<file path="src/rtl/mem_arbiter_pkg.sv">
// Shared defines for the byte-serial memory arbiter: truth constants, width
// codes, FSM encodings, grant/pointer types and the byte-count lookup.
package mem_arbiter_pkg;

    localparam logic True_v  = 1'b1;
    localparam logic False_v = 1'b0;

    localparam logic [1:0] WIDTH_BYTE = 2'b00;
    localparam logic [1:0] WIDTH_HALF = 2'b01;
    localparam logic [1:0] WIDTH_WORD = 2'b10;

    localparam logic [2:0] IF_BYTES = 3'd4;

    typedef enum logic [1:0] {
        ST_IDLE = 2'b00,
        ST_BUSY = 2'b01,
        ST_DONE = 2'b10
    } state_t;

    typedef enum logic [1:0] {
        GNT_NONE = 2'b00,
        GNT_IF   = 2'b01,
        GNT_MEM  = 2'b10
    } grant_t;

    typedef enum logic {
        LAST_IF  = 1'b0,
        LAST_MEM = 1'b1
    } last_t;

    // Codes 10 and 11 both mean a full word.
    function automatic logic [2:0] byte_count(input logic [1:0] width);
        case (width)
            WIDTH_BYTE: byte_count = 3'd1;
            WIDTH_HALF: byte_count = 3'd2;
            default:    byte_count = 3'd4;
        endcase
    endfunction

endpackage

</file>
<file path="src/rtl/mem_arb_pick.sv">
// Combinational grant selection between the IF and MEM requesters.
// reqs[1] is MEM, reqs[0] is IF; pointer names the requester served last.
module mem_arb_pick
    import mem_arbiter_pkg::*;
(
    input  logic [1:0] reqs,
    input  last_t      pointer,
    output grant_t     grant
);

    // NOTE: every variable assigned in always_comb gets a default first, so no
    // path through the case can leave it unassigned and infer a latch.
    always_comb begin
        grant = GNT_NONE;
        case (reqs)
            2'b01:   grant = GNT_IF;
            2'b10:   grant = GNT_MEM;
            2'b11:   grant = (pointer == LAST_MEM) ? GNT_IF : GNT_MEM;
            default: grant = GNT_NONE;
        endcase
    end

endmodule

</file>
<file path="src/rtl/mem_arbiter.sv">
// Arbitrates IF fetches and MEM loads/stores onto a byte-wide synchronous RAM.
// Define MEM_ARB_RR_EN for round-robin on contention; default is MEM priority.
module mem_arbiter
    import mem_arbiter_pkg::*;
(
    input  logic        clk,
    input  logic        rst,
    input  logic        rdy,
    input  logic        if_req,
    input  logic [31:0] if_addr,
    output logic [31:0] if_data,
    output logic        if_done,
    input  logic        mem_req,
    input  logic        mem_we,
    input  logic [1:0]  mem_width,
    input  logic [31:0] mem_addr,
    input  logic [31:0] mem_wdata,
    output logic [31:0] mem_rdata,
    output logic        mem_done,
    output logic [31:0] ram_a,
    output logic [7:0]  ram_dout,
    output logic        ram_wr,
    input  logic [7:0]  ram_din
);

    state_t      state, state_nx;
    grant_t      gnt, pick;
    last_t       pointer;
    logic [2:0]  cnt, nbytes;
    logic [31:0] base, wdata, rbuf, rbuf_nx;
    logic        we;
    logic [1:0]  rd_sel, wr_sel;

    mem_arb_pick u_pick (
        .reqs    ({mem_req, if_req}),
        .pointer (pointer),
        .grant   (pick)
    );

`ifdef MEM_ARB_RR_EN
    always_ff @(posedge clk or negedge rst) begin
        if (!rst)
            pointer <= LAST_MEM;
        else if (rdy && state == ST_IDLE && pick != GNT_NONE)
            pointer <= (pick == GNT_MEM) ? LAST_MEM : LAST_IF;
    end
`else
    // A constant "IF last" makes the picker favour MEM on contention.
    assign pointer = LAST_IF;
`endif

    // NOTE: sequential state uses non-blocking assignments so every register
    // samples pre-edge values regardless of process evaluation order.
    always_ff @(posedge clk or negedge rst) begin
        if (!rst)
            state <= ST_IDLE;
        else if (rdy)
            state <= state_nx;
    end

    always_comb begin
        state_nx = state;
        case (state)
            ST_IDLE: if (pick != GNT_NONE) state_nx = ST_BUSY;
            ST_BUSY: if (we ? (cnt == nbytes - 3'd1) : (cnt == nbytes)) state_nx = ST_DONE;
            ST_DONE: state_nx = ST_IDLE;
            default: state_nx = ST_IDLE;
        endcase
    end

    // Byte cnt-1 arrives now, one cycle after its address was presented.
    assign rd_sel = cnt[1:0] - 2'd1;
    assign wr_sel = cnt[1:0];

    always_comb begin
        rbuf_nx = rbuf;
        if (cnt != 3'd0)
            rbuf_nx[{rd_sel, 3'b000} +: 8] = ram_din;
    end

    always_ff @(posedge clk or negedge rst) begin
        if (!rst) begin
            gnt       <= GNT_NONE;
            cnt       <= 3'd0;
            nbytes    <= 3'd0;
            base      <= 32'd0;
            wdata     <= 32'd0;
            we        <= False_v;
            rbuf      <= 32'd0;
            if_data   <= 32'd0;
            mem_rdata <= 32'd0;
        end else if (rdy) begin
            case (state)
                ST_IDLE: begin
                    if (pick != GNT_NONE) begin
                        gnt  <= pick;
                        cnt  <= 3'd0;
                        rbuf <= 32'd0;
                        if (pick == GNT_MEM) begin
                            base   <= mem_addr;
                            wdata  <= mem_wdata;
                            we     <= mem_we;
                            nbytes <= byte_count(mem_width);
                        end else begin
                            base   <= if_addr;
                            wdata  <= 32'd0;
                            we     <= False_v;
                            nbytes <= IF_BYTES;
                        end
                    end
                end
                ST_BUSY: begin
                    cnt <= cnt + 3'd1;
                    if (!we) begin
                        rbuf <= rbuf_nx;
                        // Results are published only on completion so they stay stable.
                        if (cnt == nbytes) begin
                            if (gnt == GNT_IF)
                                if_data <= rbuf_nx;
                            else
                                mem_rdata <= rbuf_nx;
                        end
                    end
                end
                ST_DONE: begin
                    gnt <= GNT_NONE;
                    cnt <= 3'd0;
                end
                default: begin
                    gnt <= GNT_NONE;
                    cnt <= 3'd0;
                end
            endcase
        end
    end

    always_comb begin
        if_done  = (state == ST_DONE) && (gnt == GNT_IF);
        mem_done = (state == ST_DONE) && (gnt == GNT_MEM);
        ram_a    = 32'd0;
        ram_dout = 8'd0;
        ram_wr   = False_v;
        if (state == ST_BUSY && cnt < nbytes) begin
            ram_a = base + {29'd0, cnt};
            if (we) begin
                ram_dout = wdata[{wr_sel, 3'b000} +: 8];
                ram_wr   = rdy;
            end
        end
    end

endmodule

</file>
<file path="config.mk">
export PLATFORM = sky130hd
export DESIGN_NAME = mem_arbiter
export DESIGN_NICKNAME = d
export VERILOG_FILES = /design/src/rtl/mem_arbiter_pkg.sv /design/src/rtl/mem_arb_pick.sv /design/src/rtl/mem_arbiter.sv
export SDC_FILE = /design/constraint.sdc
export NUM_CORES = 1
export LEC_CHECK = 0
export CELL_PAD_IN_SITES_DETAIL_PLACEMENT = 1
export CELL_PAD_IN_SITES_GLOBAL_PLACEMENT = 2
export CORE_MARGIN = 10
export CORE_UTILIZATION = 29
export CTS_CLUSTER_DIAMETER = 30
export DETAILED_ROUTE_END_ITERATION = 12
export PLACE_DENSITY = 0.85
export SYNTH_ARGS = -nofsm -noshare
export SYNTH_HDL_FRONTEND = slang
export SYNTH_HIERARCHICAL = 1
export SYNTH_SLANG_ARGS = --single-unit
</file>
<file path="constraint.sdc">
create_clock -name clk -period 3.7 [get_ports clk]
set_clock_uncertainty 0.2 [all_clocks]
set_input_delay 0.74 -clock clk [delete_from_list [all_inputs] [get_ports clk]]
set_output_delay 0.74 -clock clk [all_outputs]
set_load 0.01 [all_outputs]
</file>
**Word-level counts from Yosys, hierarchy flattened**

Index checks and enable logic that the tools add are counted.

- Register bits: 171
- Word-level logic and storage cells: 76
- Output and inout port bits: 107

- Bitwise gates (word level): 3
- Magnitude comparators: 1
- Equal/unequal tests: 14
- Reductions and logical operators: 16
- Shift-type cells: 3
- Mux-type cells: 24
- Add/sub/neg operators: 5

Operators with widths:

| cell | count |
|---|---|
| 2-to-1 mux 32 bit | 6 |
| case mux 32 bit (2 select lines) | 1 |
| adder 32 x 3 -> 32 bit | 1 |
| bitwise mux 32 bit | 1 |
| variable shift 8 x 7 -> 32 bit (first input constant) | 1 |
| variable part select 32 x 6 -> 8 bit | 1 |
| variable part select 8 x 7 -> 32 bit | 1 |
| 2-to-1 mux 8 bit | 2 |
| case mux 2 bit (2 select lines) | 3 |
| case mux 3 bit (2 select lines) | 2 |
| == test 2 bit (second input constant) | 5 |
| AND reduction 5 bit | 2 |
| AND reduction 3 bit | 3 |
| == test 2 x 1 -> 1 bit (second input constant) | 4 |
| negation 5 -> 7 bit | 1 |
| == test 3 bit | 2 |
| 2-to-1 mux 2 bit | 3 |
| 2-to-1 mux 3 bit | 2 |
| inequality test 2 bit (second input constant) | 3 |
| zero test 2 bit | 2 |
| 2-to-1 mux 1 bit | 4 |
| AND reduction 4 bit | 1 |
| nonzero test 2 bit | 2 |
| adder 3 x 1 -> 3 bit (second input constant) | 1 |
| other kinds (8) | 12 |

**Depth between registers and ports, before layout**

Gate-level depths: netlist of run 1.

- Word-level depth: 7
- Mapped depth: 10

**Hierarchy**

The synthesis of run 1 kept the hierarchy.

Modules (own cells, without submodules):

| module | area an instance (µm²) | seq. area each (µm²) | instances | cells an instance |
|---|---|---|---|---|
| mem_arbiter | 8285.4 | 4279.1 | 1 | 883 |
| mem_arb_pick | 18.8 | 0.0 | 1 | 3 |

**Worst setup path after synthesis of run 1**

No wires, ideal clock.

- Path kind: reg2out
- Start point: reg cnt[1]
- End point: out ram_a[24]
- Stages on the path, launching flop included: 10
- Data arrival time: 2479 ps
- Slack: 281 ps
- Cell sequence: dfrtp_1 > clkbuf_1 > inv_1 > fa_1 > nor2b_1 > o21a_1 > buf_2 > nand3_2 > or3_1 > a21oi_1

- Cells in the longest elaborated chain, start to end: 3
- Elaborated cells between the ends (all ways): 4
- Those cells by class: add/sub (1); order compare (1); mux (1); reduce/logical (1)

RTL lines:

| element | line | source |
|---|---|---|
| start: declaration | mem_arbiter.sv:29 | `logic [2:0] cnt, nbytes;` |
| start signal: assignment | mem_arbiter.sv:113 | `cnt <= cnt + 3'd1;` |
| branches (longest 2 deep; another with adder 32 x 3 -> 32 bit) | n/a |  |
| 2-to-1 mux 32 bit (*) | mem_arbiter.sv:143 | `if (state == ST_BUSY && cnt < nbytes) begin` |
| end: declaration | mem_arbiter.sv:20 | `output logic [31:0] ram_a,` |

Every way passes the cells marked *.

**Final worst setup path of run 1**

- Start point: reg cnt[1]
- End point: out ram_a[21]

Same word-level chain as after synthesis.

==> summary.md, run 1 <==
| Metric | Value |
|---|---|
| Crit path launch type | `register` |
| Top-count cell post-synth | `dfrtp_1` |
| R2R setup slack | `0.89 ns` |
| Slew headroom | `0.544` |
| Gr ovfl total | `0` |
| Synthesis-to-layout area growth | `42.1%` |
| Number of synthesized register bits | `~170` |
| Initial Util | `0.296` |
| Total GRT Usage | `0.157` |
| # fillers | `3205` |
| Cells after Synth | `886` |
| Critical Path Fanout Max | `15` |
| Initial DRT Pass Iterations | `4` |
| Max-cap violations | `0` |
| Antenna Nets Post-Route | `0` |
| Clock Tree Root | `clkbuf_16` |
| H-tree depth | `4` |
| Final WL | `28.1 mm` |
| Worst hold path class | `input pin to async pin` |
| Minimum clock period | `3.60 ns` |
| Clock sink count | `171` |
| Initial antenna violation count | `2` |
| Via/cell ratio | `4.90` |
| Pwr/cell area | `805 nW/um2` |
| I/O Buffers | `between 200 and 250` |
| Worst Hold Margin | `between 0.07 and 0.08 ns` |
| Max Slew Vio Count | `0` |
| RSZ-0062 raised after global routing | `false` |
| Final core occ | `0.421` |
| GP Congestion | `0.782` |
| CP arrival | `2.66 ns` |
| Sequential share of power | `0.342` |
| Critical Path RT | `2.76 ns` |
| Core area | `28000 um2` |
| Clock share of power | `0.199` |
| Syn Std Cell Area | `8300 um2` |
| Multi-input combinational cell area | `3840 um2` |
| Setup crit end kind | `primary output` |
| Detailed Place HPWL | `20.4 mm` |
| Die W | `about 190 um` |
| CTS max path bufs | `2` |
| Status | `finished clean` |
| Sw Share | `0.412` |
| Worst slew pin tran | `approximately 0.68 ns` |
| Row count | `61` |
| DRC | `0` |
| Die area | `35800 um2` |
| Switch Pwr | `3.91 mW` |
| Layout cell share with drive strength beyond 1 | `0.0917` |
| Commonest cells in the synthesized netlist | `dfrtp_1 (171), nand2_1 (149), nor2_1 (97)` |
| Post-synth EDFFs | `0` |
| RR Startpoint | `cnt[0]$_DFFE_PN0P_` |
| VDD IR-drop max | `0.335 mV` |
| Critical path type | `register to primary output` |
| Top FF cell, synth | `dfrtp_1` |
| Async S/R FF share, synth | `1.00` |
| Dominant cell type by area after synthesis | `dfrtp_1` |
| Chip height | `189 um` |
| CTS buffer count | `17` |
| R2r endpoint | `if_data[0]$_DFFE_PN0P_` |
| Final setup violating endpoints | `0` |
| Nets | `1225` |
| DRT iter0 DRCs | `434` |
| Reg2Reg Depth | `8` |
| Top-level port count | `around 220` |
| CTS clk-pin slew, worst paths | `around 0.080 ns` |
| Leakage Power | `5.45 nW` |
| Synth cell types | `57` |
| Vias | `7309` |
| Syn avg cell area | `9.37 um2` |
| Maximum number of pins on one net before global-route repair | `100` |
| Internal | `about 5.6 mW` |
| Largest cells by area after synthesis | `dfrtp_1 (52%), nand2_1 (6.7%), a21oi_1 (5.1%), nor2_1 (4.4%), mux2i_1 (3.9%)` |
| Synth warn | `6` |
| Crit path from | `cnt[1]$_DFFE_PN0P_` |
| First-pass GRT wire length | `45.3 mm` |
| Skew-Pair Late Insertion Delay | `0.44 ns` |
| FF/Latch Area | `roughly 4300 um2` |
| WL/cell | `18.8 um` |
| CTS tree | `built` |
| Vias in the first global route | `7925` |
| FMAX | `about 0.28 GHz` |
| Crit share post-route | `0.974` |
| Seq/Total Area, Yosys | `0.515` |
| Area share of the largest cell type after synthesis | `0.515` |
| Final hold vios | `0` |
| Comb pwr share | `0.458` |
-- per-layer routing --
metal / routed length, um / vias to the layer above / global-route usage
met3: 1480 / 20 / 0.0397
met1: 12400 / 3622 / 0.195
li1: - / 3515 / -
met4: 363 / 0 / 0.0430
met5: 0 / - / 0
met2: 13800 / 152 / 0.265
-- worst max path at each step --
stage	to	slack (ns)	cells after the start
6_report	ram_a[21]	0.1	9
3_5_place_dp	ram_a[30]	0.07	9
2_1_floorplan	ram_a[24]	0.28	9
4_1_cts	ram_a[26]	-0.05	10
5_1_grt	ram_a[21]	0.002	9
3_3_place_gp	ram_a[30]	0.14	9
-- cell families after synthesis --
kind of cell | Yosys count | share of synthesized area
AND/OR/NAND/NOR | 362 | 0.199
AO/OA/AOI/OAI | 200 | 0.140
flip-flops | 171 | 0.515
buffers and inverters | 73 | 0.0363
multiplexers | 40 | 0.0603
XOR/XNOR | 25 | 0.0264
adder cells (fa/ha/maj) | 14 | 0.0220
other | 1 | 0.000452
-- stage by stage --
step | instance area [um2] | setup slack [ns] | power (mW) | std cells | setup TNS (ns)
2_1_floorplan | 8310 | 0.281 | 5.38 | 887 | 0
3_3_place_gp | 11000 | 0.139 | 7.53 | 1452 | 0
3_5_place_dp | 11000 | 0.0725 | 7.70 | 1452 | 0
4_1_cts | 11700 | -0.0497 | 9.64 | 1489 | -0.329
5_1_grt | 11800 | 0.00170 | 10.2 | 1490 | 0
6_report | 11800 | 0.0967 | 9.49 | 1492 | 0
-- power groups by stage --
stage / registers [mW] / clock network [mW] / logic [mW]
finish: 3.25 / 1.89 / 4.35
global route: 3.38 / 2.02 / 4.83
CTS: 3.25 / 1.94 / 4.44
detailed placement: 3.28 / 0 / 4.42
global placement: 3.24 / 0 / 4.29
floorplan: 3.27 / 0 / 2.11
-- cell usage in the layout, fill, tap and decap left out, types with 5 or more instances in the layout --
master	instances
a21oi_1	83
a22o_1	10
a22oi_1	8
a2bb2oi_1	8
a32oi_1	6
and3_1	12
buf_12	5
buf_4	25
clkbuf_16	17
clkdlybuf4s50_1	178
clkinv_8	6
dfrtp_1	171
dlygate4sd2_1	15
dlymetal6s2s_1	19
ha_1	11
inv_1	16
mux2i_1	32
mux4_2	8
nand2_1	149
nand3_1	37
nand4_1	16
nor2_1	96
nor3_1	13
o21ai_0	56
o21ai_1	9
or3_1	5
xor2_1	23
-- state kept, by name (all words and copies together) (netlist names) --
signal,cells
gnt,2
cnt,3
wdata,32
base,32
if_data,32
state,2
we,1
rbuf,32
nbytes,3
mem_rdata,32
-- layout make-up --
cell class                      count  share of cell area
Sequential cell                   171               0.363
Timing Repair Buffer              250               0.213
Antenna cell                        2            0.000424
Inverter                           16             0.00509
Tap cell                          378              0.0401
Multi-Input combinational cell    643               0.325
Clock inverter                     15              0.0175
Clock buffer                       17              0.0361
-- repair_timing --
| item | 4_1_cts | 5_1_grt |
|---|---|---|
| setup buffers | 5 | 1 |
| endpoints found under the hold margin | 0 | 0 |
| pin swaps | 4 | 4 |
| hold buffers | 0 | 0 |
| endpoints found under the setup margin | 40 | 29 |
| gates resized for setup | 44 | 28 |
-- worst max-delay path, stage by stage (launching register included) --
cell and delay, ns:
dfrtp_1 0.39, buf_6 0.18, ha_4 0.27, a211oi_4 0.33, nor3_4 0.08, buf_4 0.16, nand4_1 0.09, xor2_1 0.07
nor2_1 0.08, clkdlybuf4s50_1 0.57
No activity file was read; power rests on OpenSTA's default activity.
==> inputs of run 2 (changes only) <==
- CAP_MARGIN: unset -> 10
- SKIP_LAST_GASP: unset -> 1
- TNS_END_PERCENT: unset -> 30
==> run 2 against run 1 <==
  * The flow now finishes with violations (negative setup slack)
  * Final area shrank 0.45%
  * First-iteration DRC count is 3.7% lower
  * Cell count is 0.13% lower
  * Critical path depth increased by 1
  * Critical endpoint is now ram_a[17]
  * Largest cell class unchanged
==> summary.md, run 2 (same netlist as run 1, synthesis figures left out) <==
| Metric | Value |
|---|---|
| H-tree depth | `4 (unchanged)` |
| Setup crit end kind | `primary output` |
| CP most frequent cell | `buf_4` |
| Reg2Reg Depth | `8 (unchanged)` |
| Final core occ | `0.419 (-0.00188)` |
| Power Total | `9.53 mW (+0.42%)` |
| CTS clk-pin slew, worst paths | `0.08 ns (about the same)` |
| Via/cell ratio | `4.88 (-0.30%)` |
| Total GRT Usage | `0.157 (-0.000319)` |
| RSZ-0062 raised after global routing | `true` |
| I/O Buffers | `218 (unchanged)` |
| Top-level port count | `219 (unchanged)` |
| Clock sink count | `171 (unchanged)` |
| Status | `finished with violations` |
| Die W | `189 um (unchanged)` |
| RR Startpoint | `cnt[0]$_DFFE_PN0P_` |
| Dpl ws | `0.0725 ns (unchanged)` |
| VDD IR-drop max | `0.334 mV (-0.38%)` |
| Worst Hold Margin | `0.0591 ns (-0.0116 ns)` |
| DRC | `0 (unchanged)` |
| Core area | `28000 um2 (unchanged)` |
| WL/cell | `18.8 um (about the same)` |
| Worst slew pin tran | `0.679 ns (+0.0000927 ns)` |
| Chip height | `189 um (unchanged)` |
| Crit share post-route | `1.03 (+0.0523)` |
| Skew-Pair Late Insertion Delay | `0.44 ns (about the same)` |
| Max-cap violations | `0 (unchanged)` |
| Crit path from | `cnt[1]$_DFFE_PN0P_` |
| Cells along the critical path | `buf_4 -> ha_4 -> a211oi_4 -> buf_4 -> nor3_4 -> buf_4 -> nand4_1 -> xor2_1 -> nor2_1 -> clkdlybuf4s50_1` |
| Slew headroom | `0.544 (about the same)` |
| R2R setup slack | `0.86 ns (-0.03 ns)` |
| Synthesis-to-layout area growth | `41.4%` |
| CTS max path bufs | `2 (unchanged)` |
| Final WL | `28.0 mm (-0.22%)` |
| FMAX | `0.263 GHz (-5.1%)` |
| CTS buffer count | `17 (unchanged)` |
| Critical Path Fanout Max | `15 (unchanged)` |
| Worst path slowest cell | `clkdlybuf4s50_1` |
| Worst setup endpoint | `ram_a[17]` |
| CP arrival | `2.86 ns (+0.20 ns)` |
| Pwr/cell area | `812 nW/um2 (+0.87%)` |
| Antenna Nets Post-Route | `0 (unchanged)` |
| Maximum number of pins on one net before global-route repair | `100 (unchanged)` |
| Initial DRT Pass Iterations | `4 (unchanged)` |
| Final setup violating endpoints | `22 (+22)` |
| Most frequent cells in the layout | `clkdlybuf4s50_1 (200), dfrtp_1 (171), nand2_1 (149), nor2_1 (96), a21oi_1 (84)` |
| Most common cell after layout, fill and taps aside | `clkdlybuf4s50_1` |
| Failing checks | `negative setup slack` |
| Nets | `1223 (-0.16%)` |
| Multi-input combinational cell area | `3810 um2 (-0.65%)` |
| Die area | `35800 um2 (unchanged)` |
| First-pass GRT wire length | `45.2 mm (-0.27%)` |
| FF/Latch Area | `4280 um2 (unchanged)` |
| Minimum clock period | `3.80 ns (+0.194 ns)` |
| Post-DP Area | `11000 um2 (unchanged)` |
| Crit path launch type | `register` |
| Detailed Place HPWL | `20.4 mm (unchanged)` |
| Vias | `7277 (-0.44%)` |
| Row count | `61 (unchanged)` |
| Initial antenna violation count | `2 (unchanged)` |
| Final worst slack | `-0.0969 ns (-0.194 ns)` |
| Gr ovfl total | `0 (unchanged)` |
| Vias in the first global route | `7891 (-0.43%)` |
| R2r endpoint | `if_data[0]$_DFFE_PN0P_` |
| Clock Tree Root | `clkbuf_16` |
| Final Instance Area | `11700 um2 (-0.45%)` |
| GP Congestion | `0.782 (unchanged)` |
| Worst hold path class | `input pin to async pin` |
| CP max stage delay | `0.58 ns (about the same)` |
| Layout cell share with drive strength beyond 1 | `0.0838 (-0.00794)` |
| # fillers | `3202 (-0.094%)` |
| Final hold vios | `0 (unchanged)` |
| Critical path type | `register to primary output` |
| CTS tree | `built` |
| Critical Path RT | `2.76 ns (about the same)` |
| Max Slew Vio Count | `0 (unchanged)` |
| Initial Util | `0.296 (unchanged)` |
| Leakage Power | `5.20 nW (-4.5%)` |
| DRT iter0 DRCs | `418 (-3.7%)` |
## run 2: cell count changes in the layout (fill, tap and decap cells not counted), moves of 3 or more
cell	before	now
dlygate4sd2_1	15	8
dlymetal6s2s_1	19	8
buf_2	3	0
clkdlybuf4s50_1	178	200
## run 2: how the worst min path moves through the flow
stage                     startpoint                        to  slack, ns  cells past startpoint
2_1_floorplan  wdata[16]$_DFFE_PN0P_     wdata[16]$_DFFE_PN0P_       0.23                      2
6_report                         rst  mem_rdata[3]$_DFFE_PN0P_       0.06                      1
3_5_place_dp    wdata[4]$_DFFE_PN0P_      wdata[4]$_DFFE_PN0P_       0.26                      2
5_1_grt                          rst  mem_rdata[3]$_DFFE_PN0P_        0.1                      1
4_1_cts                          rst    if_data[3]$_DFFE_PN0P_       0.11                      1
3_3_place_gp   wdata[17]$_DFFE_PN0P_     wdata[17]$_DFFE_PN0P_       0.24                      2
## run 2: timing repair
item | CTS | global route
cloned | 0 | 0
gates resized for setup | 19 | 12
buffers inserted | 3 | 1
setup endpoints to repair | 40 | 38
hold buffers | 0 | 0
pin swaps | 2 | 2
## run 2: cell type report
type | count | area share
Clock buffer | 17 | 0.0362
Sequential cell | 171 | 0.364
Clock inverter | 15 | 0.0176
Antenna cell | 2 | 0.000426
Multi-Input combinational cell | 643 | 0.325
Tap cell | 378 | 0.0403
Timing Repair Buffer | 248 | 0.211
Inverter | 16 | 0.00511
## run 2: where the power goes
group	internal, mW	switching, mW
registers	2.65	0.589
logic	2.03	2.36
clock network	0.941	0.958
total	5.62	3.91
## run 2: critical path, delay by kind of cell, from the launching register on
family / cells / cell delay [ns]
xor gates and xnor gates: 1 / 0.16
DFF: 1 / 0.38
buffers and inverters: 4 / 1.12
adders and majority gates: 1 / 0.31
and+or+nand+nor: 3 / 0.39
AOI/OAI and AO/OA: 1 / 0.07
## run 2: stage by stage
stage / TNS [ns] / cells
CTS: -4.58 / 1487
global placement: 0 / 1452
floorplan: 0 / 887
finish: -1.11 / 1490
global route: -4.40 / 1488
detailed placement: 0 / 1452
## run 2: per-layer routing
metal	vias up	track usage	share of wire
li1	3509	-	-
met1	3603	0.195	0.44
met2	148	0.265	0.49
met3	17	0.0397	0.051
met4	0	0.0394	0.013
met5	-	0	0
